[src/rtl/iq_pkg.sv]
// Shared types and constants for the BPSK I/Q mapper.
package iq_pkg;
  localparam int SYM_W      = 11;
  localparam int FRAME_BITS = 128;
  localparam int AMP_DEF    = 256;

  typedef enum logic [1:0] {IDLE, DATA, GAP} state_t;

  localparam logic signed [SYM_W-1:0] POS_SYM = SYM_W'(AMP_DEF);
  localparam logic signed [SYM_W-1:0] NEG_SYM = SYM_W'(-AMP_DEF);

  // Bit 1 maps to +amp, bit 0 to -amp; amp is kept within 1..1023 so no saturation.
  function automatic logic signed [SYM_W-1:0] bpsk_sym(input logic b, input int amp);
    return b ? SYM_W'(amp) : SYM_W'(-amp);
  endfunction
endpackage

[src/rtl/bpsk_word_buf.sv]
// One-deep word holding register: accepts on valid_i && ready_o, empties on pop.
module bpsk_word_buf #(
  parameter int W = 128
) (
  input  logic         CLK,
  input  logic         RST,
  input  logic         valid_i,
  input  logic [W-1:0] data_i,
  input  logic         pop,
  output logic         ready_o,
  output logic         full,
  output logic [W-1:0] data
);
  // ready_o is its own register so the handshake output has no logic after the flop.
  // A pop and an accept never coincide: pop needs full, accept needs !full.
  always_ff @(posedge CLK) begin
    if (!RST) begin
      full    <= 1'b0;
      ready_o <= 1'b1;
      data    <= '0;
    end else if (pop) begin
      full    <= 1'b0;
      ready_o <= 1'b1;
    end else if (valid_i && ready_o) begin
      full    <= 1'b1;
      ready_o <= 1'b0;
      data    <= data_i;
    end
  end
endmodule

[src/rtl/iqmap_bpsk.sv]
// BPSK mapper: serializes buffered 128-bit words MSB-first into I symbols, one per ce slot.
module iqmap_bpsk
  import iq_pkg::*;
#(
  parameter int AMP        = 256,
  parameter int FRAME_BITS = 128,
  parameter int GAP_LEN    = 2
) (
  input  logic                    CLK,
  input  logic                    RST,
  input  logic                    ce,
  input  logic                    valid_i,
  input  logic [FRAME_BITS-1:0]   data_i,
  output logic                    ready_o,
  output logic                    valid_o,
  output logic signed [SYM_W-1:0] ar,
  output logic signed [SYM_W-1:0] ai,
  output logic                    busy,
  output logic                    frame_done
);
  localparam int GW = $clog2(GAP_LEN + 1);

  state_t                state;
  logic [FRAME_BITS-1:0] sreg;
  logic [FRAME_BITS-1:0] buf_data;
  logic                  buf_full;
  logic                  pop;
  logic [7:0]            sym_cnt;
  logic [GW-1:0]         gap_cnt;

  assign pop  = ce && (state == IDLE) && buf_full;
  assign busy = (state != IDLE) || buf_full;
  assign ai   = '0;

  bpsk_word_buf #(.W(FRAME_BITS)) u_buf (
    .CLK     (CLK),
    .RST     (RST),
    .valid_i (valid_i),
    .data_i  (data_i),
    .pop     (pop),
    .ready_o (ready_o),
    .full    (buf_full),
    .data    (buf_data)
  );

  // sreg holds the bits not yet sent, next bit always at the MSB.
  always_ff @(posedge CLK) begin
    if (!RST) begin
      state      <= IDLE;
      sreg       <= '0;
      sym_cnt    <= '0;
      gap_cnt    <= '0;
      valid_o    <= 1'b0;
      ar         <= '0;
      frame_done <= 1'b0;
    end else if (!ce) begin
      valid_o    <= 1'b0;
      frame_done <= 1'b0;
    end else begin
      frame_done <= 1'b0;
      case (state)
        IDLE: begin
          if (buf_full) begin
            sreg    <= {buf_data[FRAME_BITS-2:0], 1'b0};
            ar      <= bpsk_sym(buf_data[FRAME_BITS-1], AMP);
            valid_o <= 1'b1;
            sym_cnt <= 8'd1;
            state   <= DATA;
          end else begin
            valid_o <= 1'b0;
            ar      <= '0;
          end
        end
        DATA: begin
          sreg    <= {sreg[FRAME_BITS-2:0], 1'b0};
          ar      <= bpsk_sym(sreg[FRAME_BITS-1], AMP);
          valid_o <= 1'b1;
          sym_cnt <= sym_cnt + 8'd1;
          if (sym_cnt == 8'(FRAME_BITS - 1)) begin
            frame_done <= 1'b1;
            gap_cnt    <= '0;
            state      <= GAP;
          end
        end
        GAP: begin
          valid_o <= 1'b0;
          ar      <= '0;
          gap_cnt <= gap_cnt + 1'b1;
          if (gap_cnt == GW'(GAP_LEN - 1)) state <= IDLE;
        end
        default: state <= IDLE;
      endcase
    end
  end
endmodule

[config.mk]
export PLATFORM = sky130hd
export DESIGN_NAME = iqmap_bpsk
export DESIGN_NICKNAME = d
export VERILOG_FILES = /design/src/rtl/iq_pkg.sv /design/src/rtl/bpsk_word_buf.sv /design/src/rtl/iqmap_bpsk.sv
export SDC_FILE = /design/constraint.sdc
export NUM_CORES = 1
export LEC_CHECK = 0
export CAP_MARGIN = 20
export CORE_MARGIN = 3
export CORE_UTILIZATION = 45
export DETAILED_ROUTE_END_ITERATION = 10
export GPL_TIMING_DRIVEN = 0
export PLACE_DENSITY = 0.67
export SYNTH_ARGS = -nofsm -noshare
export SYNTH_HDL_FRONTEND = slang
export SYNTH_SLANG_ARGS = --single-unit
[constraint.sdc]
create_clock -name CLK -period 2.9 [get_ports CLK]
set_clock_uncertainty 0.1 [all_clocks]
set_input_delay 0.29 -clock CLK [delete_from_list [all_inputs] [get_ports CLK]]
set_output_delay 0.29 -clock CLK [all_outputs]
set_load 0.005 [all_outputs]
Yosys cells after proc, flatten, opt, wreduce, memory -nomap -nowiden
Cells that the tools add are included.

Logic and storage cells: 55. Flip-flop bits (word level): 283.

Multiplexer cells: 17. Reduce and logical (&&, ||, !) cells: 17. Bitwise operators: 2. $add $sub $neg: 2. Equal/unequal tests: 7.

Operator list (count): one-hot mux 128 bit (2 select lines) (1); 2-to-1 mux 128 bit (1); 2-to-1 mux 11 bit (3); one-hot mux 11 bit (3 select lines) (1); one-hot mux 8 bit (2 select lines) (1); AND reduction 3 bit (3); adder 8 x 1 -> 8 bit, second input constant (1); == test 8 x 7 -> 1 bit, second input constant (1); 2-to-1 mux 2 bit (4); 2-to-1 mux 8 bit (1); one-hot mux 2 bit (3 select lines) (1); AND reduction 2 bit (3); nonzero test 2 bit (3); == test 2 x 1 -> 1 bit, second input constant (2); != test 2 bit, second input constant (2); one-hot mux 2 bit (2 select lines) (1); AND reduction 4 bit (1); logical AND 1 bit (3); one-hot mux 1 bit (3 select lines) (1); nonzero test 3 bit (1); adder 2 x 1 -> 2 bit, second input constant (1); == test 2 bit, second input constant (1); logical NOT 2 bit (1); 2-to-1 mux 1 bit (2); 4 further kinds (5).

Longest topological paths before layout
Gate-level depths: netlist of run 1.

Depth in word-level cells: 5. Mapped depth: 9. Gate-level depth less buffers: 6.

Hierarchy
Synthesis of run 1 repeated with hierarchy kept, for this count alone.

Cell total of the unflattened synthesis: 1246. Area, all modules: 12483.2 µm².

By module, submodules not included: iqmap_bpsk (seq. area each 2862.7 µm², area an instance 7215.7 µm², times used 1, cells an instance 683); bpsk_word_buf (seq. area each 2602.5 µm², area an instance 5267.6 µm², times used 1, cells an instance 563).

Least setup slack after synthesis of run 1
No wires, ideal clock.

Path kind: flip-flop to flip-flop. Start: register state[0]. End: register sreg[10]. Slack: 926 ps. Library setup time: 116 ps. Arrival time: 1758 ps. Required time: 2684 ps. Cell stages (with the launch flop): 9. Clock period less this slack: 1974 ps. Cells stage by stage: dfxtp_1 inv_1 ha_1 mux2_4 and2_1 buf_6 buf_6 buf_6 o211a_1.

Cells in the longest elaborated chain, start to end: 3. Elaborated cells on any way between the ends: 6. Classes of those cells: 2 x eq/ne; 1 x mux; 3 x reduce/logical.

RTL lines: from (decl) (line iqmap_bpsk.sv:23) `state_t state;`; from (signal assigned) (line iqmap_bpsk.sv:49) `state <= IDLE;`; from (signal assigned) (line iqmap_bpsk.sv:68) `state <= DATA;`; from (signal assigned) (line iqmap_bpsk.sv:82) `state <= GAP;`; == test 2 x 1 -> 1 bit or logical NOT 2 bit (tied branches) (line iqmap_bpsk.sv:61) `case (state)`; nonzero test 2 bit (no source line) or != test 2 x 1 -> 1 bit (tied branches); AND reduction 3 bit (no source line); to (signal assigned) (line iqmap_bpsk.sv:64) `sreg <= {buf_data[FRAME_BITS-2:0], 1'b0};`; to (signal assigned) (line iqmap_bpsk.sv:75) `sreg <= {sreg[FRAME_BITS-2:0], 1'b0};`; to (decl) (line iqmap_bpsk.sv:24) `logic [FRAME_BITS-1:0] sreg;`.

Parallel ways exist; a longest one is shown, timed or not. A chain may end at the register's enable or synchronous reset.

Worst setup path after layout of run 1
Start: register state[0]. End: output port busy.

Cells in the longest elaborated chain, start to end: 2.

RTL lines: nonzero test 2 bit (line iqmap_bpsk.sv:32) `assign busy = (state != IDLE) || buf_full;`; logical OR 1 bit (line iqmap_bpsk.sv:32); to (decl) (line iqmap_bpsk.sv:18) `output logic busy,`.

No other way between the ends.

==> results.cfg, run 1 <==
[worst_setup_path]
required_ns = 2.51
cp_num_buf_inv = 2
r2r-end = u_buf.data[101]$_SDFFE_PN0P_
crit_start = state[0]$_SDFFE_PN0P_
worstPathCellList = inv_1, ha_1, nand2b_1, clkdlybuf4s50_1
worstPathArrival_ns = 2.03
cpMaxStageDelayCell = clkdlybuf4s50_1
critPathKind = reg -> out
cpPeakStageDelay_ns = 0.52
critPathLaunchType = flop
worstPathMaxFanout = 6
end_kind = output pin
worstRegToRegCells = 8
path_delay_family = buffers and inverters
r2r-start = state[0]$_SDFFE_PN0P_
rrSetupSlack_ns = 0.51

[min_path]
hold_class = in -> reg
whs_endpoint = u_buf.data[9]$_SDFFE_PN0P_
whs_path_depth = 3
min_from = data_i[9]

[layout]
drive_gt1_share_pct = 8.70
final_area_um2 = 14500
stdcell_count = 1789
layout_common_cells = 391 x nand2_1, 273 x dfxtp_1, 137 x clkdlybuf4s50_1
final_common_cell = nand2_1
postLayoutCoreUtil_pct = 57.1
final_nets = 1579
area_growth_pct = 23.6
num_antenna_cells = 0
fillers = 2346

[detailed_routing]
wl_met2_mm = 12.5
wl_met3_mm = 1.00
wl_met1_mm = 12.3
top_layer = met4
drc = 0
antenna_left = 0
dr.first_iter.drc_count = 333
wl_mm = 26.3
firstDrtPassIters = 5
vias = 9018
wire_per_inst_um = 14.7
viasPerCell = 5.04

[timing]
period_share_pct = 83.3
timing.slew.headroom_pct = 34.2
tns_ns = 0
fmax_mhz = 414
worst_slack_ns = 0.485
timing_hold_violations_final = 0
finalMaxSlewViolations = 0
worst_slew_pin_slew_ns = 0.987
rsz0062_at_grt = false
min_period_ns = 2.42
setup_viol = 0

[die]
start_util_pct = 46.2
dieArea_um2 = 28100
core-area_um2 = 25400
rows = 58
ios = 158
die_h_um = 168
die_x_um = 168

[clocking]
cts_sinks = 273
clkTransAtPathRegs_ns = 0.06
clk_latency_ns = 0.54
cts_made_buffers = 29
clockRootBuffer = clkbuf_16
htreeDepth = 1
clockBufferDepth = 3
cts_resized = 0
post_cts_buffers = 0
cts_hold_buffers = 0
tritoncts = done

[global_routing]
grt_overflow = 0
grt_pass1_wl_mm = 43.0
grt_pass1_vias = 8772
antenna_found_initial = 1
grt_max_degree = 15
track_usage_pct = 18.1

[placement]
place_inst = 1739
placement.io_buffers = 137
gp_congestion = 0.782
dp_hpwl_mm = 18.5
place_ws_ns = 0.380
placed_area_um2 = 13600

[logic_synthesis]
synthSimpleGateAreaFrac_pct = 14.5
synthCells = 1254
synth.avg_cell_area_um2 = 9.36
ys_ff_latch = 273
synth_top_area_share_pct = 46.6
synthMuxAreaShare_pct = 11.1
synth_area_um2 = 11700
synth_xor_area_share_pct = 0.373
synth_top_family_by_area = compound AO/OA/AOI/OAI gates
ys_seq_area_share_pct = 46.6
synth_area_leaders = dfxtp_1 47%, nand2_1 13%, mux2i_1 11%, o211a_1 11%, a21boi_0 8.2%
synth_cell_type_count = 38
synth_compound_area_share_pct = 20.1
yosys.area.top_type = dfxtp_1
yosysWarnings = 0
synth-adder-area-share_pct = 0.746

[power_and_ir_drop]
peakVddDrop_mv = 0.380
p_per_area_nw_per_um2 = 611
power.static_leakage_nw = 6.69

[job]
cap_viol_max_count = 0

[status]
status = completed
==> worst max-delay path by stage <==
stage	endpoint	slack [ns]	cells past startpoint
detailed placement	u_buf.data[101]$_SDFFE_PN0P_	0.38	7
CTS	u_buf.data[101]$_SDFFE_PN0P_	0.46	8
global placement	u_buf.data[58]$_SDFFE_PN0P_	0.44	7
floorplan	sreg[10]$_SDFFE_PN0P_	0.93	8
finish	busy	0.48	4
global route	u_buf.data[64]$_SDFFE_PN0P_	0.27	8
==> flip-flops by register name (all words and copies together), names as in the netlist <==
register       count
u_buf.data       128
sreg             127
sym_cnt            8
ar                 2
gap_cnt            2
state              2
frame_done         1
u_buf.full         1
u_buf.ready_o      1
valid_o            1
==> cell families (layout without fill, tap and decap cells) <==
kind of cell,Yosys count,count (layout)
AND/OR/NAND/NOR,434,434
AO/OA/AOI/OAI,275,275
flip-flops,273,273
multiplexers,130,130
buffers and inverters,129,316
adder cells (fa/ha/maj),7,7
XOR/XNOR,5,5
other,1,19
==> stage by stage <==
| step | hold slack, ns | total power, mW |
|---|---|---|
| floorplan | 0.335 | 4.95 |
| global placement | 0.353 | 5.36 |
| detailed placement | 0.356 | 5.39 |
| CTS | 0.177 | 8.98 |
| global route | 0.185 | 9.27 |
| finish | 0.200 | 8.86 |
==> power breakdown <==
part	switching (mW)	internal, mW
combinational	0.585	0.587
sequential	0.130	4.00
clock	1.45	2.12
total	2.16	6.70
==> layout make-up <==
type	instances	area, um2	share of cell area [%]
plain buffers	122	737	5.08
well taps	330	413	2.85
clock buffers	44	862	5.94
repair buffers	137	1370	9.45
multi-input cells	870	5580	38.4
clock inverters	6	58.8	0.405
flip-flops and latches	273	5470	37.7
inverters	7	26.3	0.181
==> routing by layer <==
layer  track usage [%]  vias up
met1              23.8     4186
met5                 0        -
li1                  -     4631
met4              4.20        0
met3              2.34       34
met2              31.9      167
==> tightest hold or removal path, cell delays in order <==
cell	delay, ns
clkdlybuf4s50_1	0.39
nand2_1	0.05
a21boi_0	0.06
==> synth_stat cells (all sizes together) <==
library cell,count
nand3,8
or2,1
o21ai,7
nand2,391
a21boi,128
xnor2,4
a21oi,4
nor3,3
o311ai,3
nor4b,1
buf,87
a32oi,1
nand2b,4
nor3b,2
dfxtp,273
o22ai,1
a31oi,2
clkbuf,35
ha,7
mux2i,129
nand4,4
inv,7
or3,2
nor2b,4
and2,2
conb,1
and3,1
mux2,1
nand3b,1
o211a,129
xor2,1
or4,1
nor2,9
No activity file was read; power rests on OpenSTA's default activity.
==> run 2, diff against run 1 <==
- clock period: 2.9 -> 2.3 ns (I/O delays scaled with it)
==> results.cfg, run 2 (synthesis results as in run 1) <==
[layout]
fillers = 2334
stdcell_count = 1789
max_flop_register = u_buf.data
drive_gt1_share_pct = 9.12
regArea_um2 = 5470
num_antenna_cells = 0
postLayoutCoreUtil_pct = 57.3
final_nets = 1579
multi_input_area_um2 = 5580
final_common_cell = nand2_1
reg_top3 = u_buf.data: 128 flops, sreg: 127 flops, sym_cnt: 8 flops
layout_common_cells = 391 x nand2_1, 272 x dfxtp_1, 137 x clkdlybuf4s50_1
largest_reg_flops = 128
area_growth_pct = 24.1

[global_routing]
grt_pass1_vias = 8774
grt_overflow = 0
antenna_found_initial = 1
grt_max_degree = 15
grt_pass1_wl_mm = 43.0
track_usage_pct = 18.1

[power_and_ir_drop]
internal_power_mw = 8.46
switchingPower_mw = 2.73
peakVddDrop_mv = 0.479
p_comb_share_pct = 13.3
power.share.clock_pct = 40.1
power.static_leakage_nw = 6.71
p_per_area_nw_per_um2 = 768
switching_share_pct = 24.4
seq_power_share_pct = 46.5

[worst_setup_path]
cpPeakStageDelay_ns = 0.52
crit_start = state[1]$_SDFFE_PN0P_
critPathKind = reg -> out
worstPathArrival_ns = 1.88
worstPathMaxFanout = 6
worstPathCellList = inv_1, ha_2, nand2b_1, clkdlybuf4s50_1
cpMaxStageDelayCell = clkdlybuf4s50_1
r2r-start = state[1]$_SDFFE_PN0P_
critPathLaunchType = flop
path_delay_family = buffers and inverters
cp_num_buf_inv = 2
end_kind = output pin
required_ns = 1.97
worstRegToRegCells = 8
worst-path-stages = 4
rrSetupSlack_ns = 0.16

[clocking]
cts_made_buffers = 29
clk_latency_ns = 0.54
tritoncts = done
post_cts_buffers = 0
clockRootBuffer = clkbuf_16
htreeDepth = 1
clockBufferDepth = 3
clkTransAtPathRegs_ns = 0.06
cts_sinks = 273
cts_hold_buffers = 0

[detailed_routing]
antenna_left = 0
dr.first_iter.drc_count = 349
viasPerCell = 5.02
drc = 0
vias = 8989
wire_per_inst_um = 14.7
wl_mm = 26.3
firstDrtPassIters = 4

[die]
start_util_pct = 46.2
die_x_um = 168
die_h_um = 168
ios = 158
rows = 58
core-area_um2 = 25400
dieArea_um2 = 28100

[timing]
worst_slew_pin_slew_ns = 0.997
rsz0062_at_grt = true
timing.slew.headroom_pct = 33.6
setup_viol = 0
min_period_ns = 2.21
finalMaxSlewViolations = 0
worst_slack_ns = 0.0900
period_share_pct = 96.1
fmax_mhz = 452
timing_hold_violations_final = 0

[placement]
dp_hpwl_mm = 18.5
gp_congestion = 0.782
placement.io_buffers = 137
place_ws_ns = -0.160
place_inst = 1739

[min_path]
min_from = data_i[9]
hold_class = in -> reg
whs_path_depth = 3

[status]
status = completed

[job]
cap_viol_max_count = 0
## run 2: cell types whose count changed in the layout (fill, tap and decap cells not counted), moves of 3 or more
cell,before,now
clkbuf_4,0,12
clkbuf_2,0,4
buf_1,4,1
buf_4,20,23
buf_2,43,27
## run 2: worst paths after layout
check,to
max,busy
min,u_buf.data[9]$_SDFFE_PN0P_
max reg2reg,sreg[46]$_SDFFE_PN0P_
min reg2reg,u_buf.data[118]$_SDFFE_PN0P_
## run 2: per-layer routing
layer  global-route usage [%]  vias to the layer above  wire [um]
met5                        0                        -          0
met4                     4.20                        0        466
met3                     2.34                       33       1090
met2                     31.9                      169      12600
met1                     23.8                     4156      12100
li1                         -                     4631          -
## run 2: timing repair
action / 4_1_cts / 5_1_grt
gates resized for setup: 3 / 23
endpoints found under the setup margin: 102 / 193
gates cloned: 0 / 0
## run 2: through the flow
step / hold slack (ns) / TNS [ns] / power, mW / area [um2]
3_3_place_gp: 0.353 / -7.83 / 6.76 / 13600
6_report: 0.140 / 0 / 11.2 / 14600
2_1_floorplan: 0.275 / 0 / 6.24 / 11800
4_1_cts: 0.117 / 0 / 11.3 / 14500
3_5_place_dp: 0.356 / -8.19 / 6.80 / 13600
5_1_grt: 0.125 / -0.0408 / 11.7 / 14600
## run 2: power groups by stage
stage | clock network [mW] | logic, mW | registers [mW]
after floorplan | 0 | 0.989 | 5.26
after global placement | 0 | 1.47 | 5.30
after detailed placement | 0 | 1.49 | 5.31
after CTS | 4.62 | 1.50 | 5.20
after global routing | 4.80 | 1.66 | 5.24
final | 4.49 | 1.49 | 5.20
## run 2: area by class of cell
| cell class | instances | share of cell area, % |
|---|---|---|
| multi-input cells | 870 | 38.3 |
| flip-flops and latches | 273 | 37.5 |
| repair buffers | 137 | 9.42 |
| clock buffers | 44 | 5.92 |
| plain buffers | 122 | 5.40 |
| well taps | 330 | 2.84 |
| clock inverters | 6 | 0.404 |
| inverters | 7 | 0.180 |
## run 2: worst min-delay path, stage by stage
cell and delay [ns]:
clkdlybuf4s50_1 0.39, nand2_1 0.05, a21boi_0 0.06
==> run 3, diff against run 2 <==
- CORE_MARGIN: 3 -> default
==> results.cfg, run 3 (synthesis results as in run 1) <==
[clocking]
cts_hold_buffers = 0
cts_made_buffers = 28
tritoncts = done
cts_sinks = 273
htreeDepth = 1
clk_latency_ns = 0.54
clockRootBuffer = clkbuf_16
post_cts_buffers = 0
clockBufferDepth = 3
clkTransAtPathRegs_ns = 0.06

[detailed_routing]
firstDrtPassIters = 5
wire_per_inst_um = 14.5
wl_mm = 26.0
dr.first_iter.drc_count = 313
viasPerCell = 5.01
vias = 8973
drc = 0
antenna_left = 0

[power_and_ir_drop]
power.static_leakage_nw = 6.77
power.share.clock_pct = 43.3
p_comb_share_pct = 12.6
switchingPower_mw = 2.77
internal_power_mw = 9.04
peakVddDrop_mv = 0.597
switching_share_pct = 23.5
seq_power_share_pct = 44.1
p_per_area_nw_per_um2 = 803

[timing]
tns_ns = 0
min_period_ns = 2.26
worst_slack_ns = 0.0422
fmax_mhz = 443
worst_slew_pin_slew_ns = 0.955
finalMaxSlewViolations = 0
period_share_pct = 98.2
rsz0062_at_grt = true
timing.slew.headroom_pct = 36.3
timing_hold_violations_final = 0
setup_viol = 0

[worst_setup_path]
cpPeakStageDelay_ns = 0.52
worstPathCellList = inv_1, ha_2, nand2b_1, clkdlybuf4s50_1
r2r-end = u_buf.data[107]$_SDFFE_PN0P_
worstPathArrival_ns = 1.93
worstRegToRegCells = 8
critPathLaunchType = flop
end_kind = output pin
r2r-start = state[0]$_SDFFE_PN0P_
worstPathMaxFanout = 6
rrSetupSlack_ns = 0.16
required_ns = 1.97
critPathKind = reg -> out
cpMaxStageDelayCell = clkdlybuf4s50_1

[global_routing]
grt_max_degree = 15
grt_pass1_wl_mm = 43.0
grt_overflow = 0
antenna_found_initial = 1
grt_pass1_vias = 8851
track_usage_pct = 19.7

[min_path]
whs_path_depth = 3
min_from = data_i[30]
whs_endpoint = u_buf.data[30]$_SDFFE_PN0P_
hold_class = in -> reg

[layout]
final_area_um2 = 14700
postLayoutCoreUtil_pct = 57.9
final_common_cell = nand2_1
reg_top3 = u_buf.data: 128 flops, sreg: 127 flops, sym_cnt: 8 flops
max_flop_register = u_buf.data
layout_common_cells = 391 x nand2_1, 273 x dfxtp_1, 137 x clkdlybuf4s50_1
largest_reg_flops = 128
num_antenna_cells = 0
area_growth_pct = 25.3
drive_gt1_share_pct = 9.38
final_nets = 1578
stdcell_count = 1791

[die]
rows = 58
dieArea_um2 = 26700
die_h_um = 164
die_x_um = 164
ios = 158
core-area_um2 = 25400
start_util_pct = 46.2

[placement]
gp_congestion = 0.754
place_inst = 1739
placement.io_buffers = 137
dp_hpwl_mm = 18.0
placed_area_um2 = 13600
place_ws_ns = -0.141

[status]
status = completed

[job]
cap_viol_max_count = 0
run 3: changes by cell type in the layout (fill, tap and decap cells not counted), sizes merged:
cell and change:
inv -1, clkinv +2, clkinvlp +1, clkbuf -2
bufinv +6, buf -4
run 3: per-layer routing:
layer	GRT usage, %	part of all wire, %	vias to the layer above
met4	5.51	2.3	0
met3	2.67	4.2	38
li1	-	-	4627
met2	33.7	46	156
met5	0	0	-
met1	25.7	47	4152
run 3: power by group through the flow:
stage               Sequential [mW]  Clock [mW]  Combinational [mW]
floorplan                      5.26           0               0.989
global placement               5.30           0                1.47
detailed placement             5.31           0                1.49
CTS                            5.20        5.23                1.50
global route                   5.24        5.41                1.66
finish                         5.20        5.11                1.49
run 3: worst max path at each step:
stage	to	depth (start not counted)	slack, ns	from
floorplan	sreg[10]$_SDFFE_PN0P_	8	0.33	state[0]$_SDFFE_PN0P_
global placement	u_buf.data[101]$_SDFFE_PN0P_	7	-0.14	ce
detailed placement	u_buf.data[61]$_SDFFE_PN0P_	7	-0.14	ce
CTS	sreg[96]$_SDFFE_PN0P_	8	0.0005	state[1]$_SDFFE_PN0P_
global route	busy	4	-0.04	state[0]$_SDFFE_PN0P_
finish	busy	4	0.04	state[0]$_SDFFE_PN0P_
run 3: critical path: cells and delay by family, from the launching register on:
family                     cells  cell delay [ns]
buffers and inverters          2             0.62
and+or+nand+nor                1             0.15
DFF                            1             0.38
adders and majority gates      1             0.24
run 3: area by class of cell:
type,count,area (um2)
Fill cell,2312,10700
Multi-Input combinational cell,870,5580
Sequential cell,273,5470
Timing Repair Buffer,137,1370
Clock buffer,38,810
Buffer,122,793
Tap cell,330,413
Clock inverter,14,248
Inverter,7,26.3
run 3: stage by stage:
stage	hold WS (ns)	total power [mW]
CTS	0.116	11.9
finish	0.141	11.8
global route	0.146	12.3
global placement	0.353	6.76
floorplan	0.275	6.24
detailed placement	0.359	6.79
run 3: what timing repair did:
action | 4_1_cts | 5_1_grt
endpoints found under the hold margin | 0 | 0
resized for setup | 3 | 24
setup endpoints to repair | 101 | 110
cloned | 0 | 0
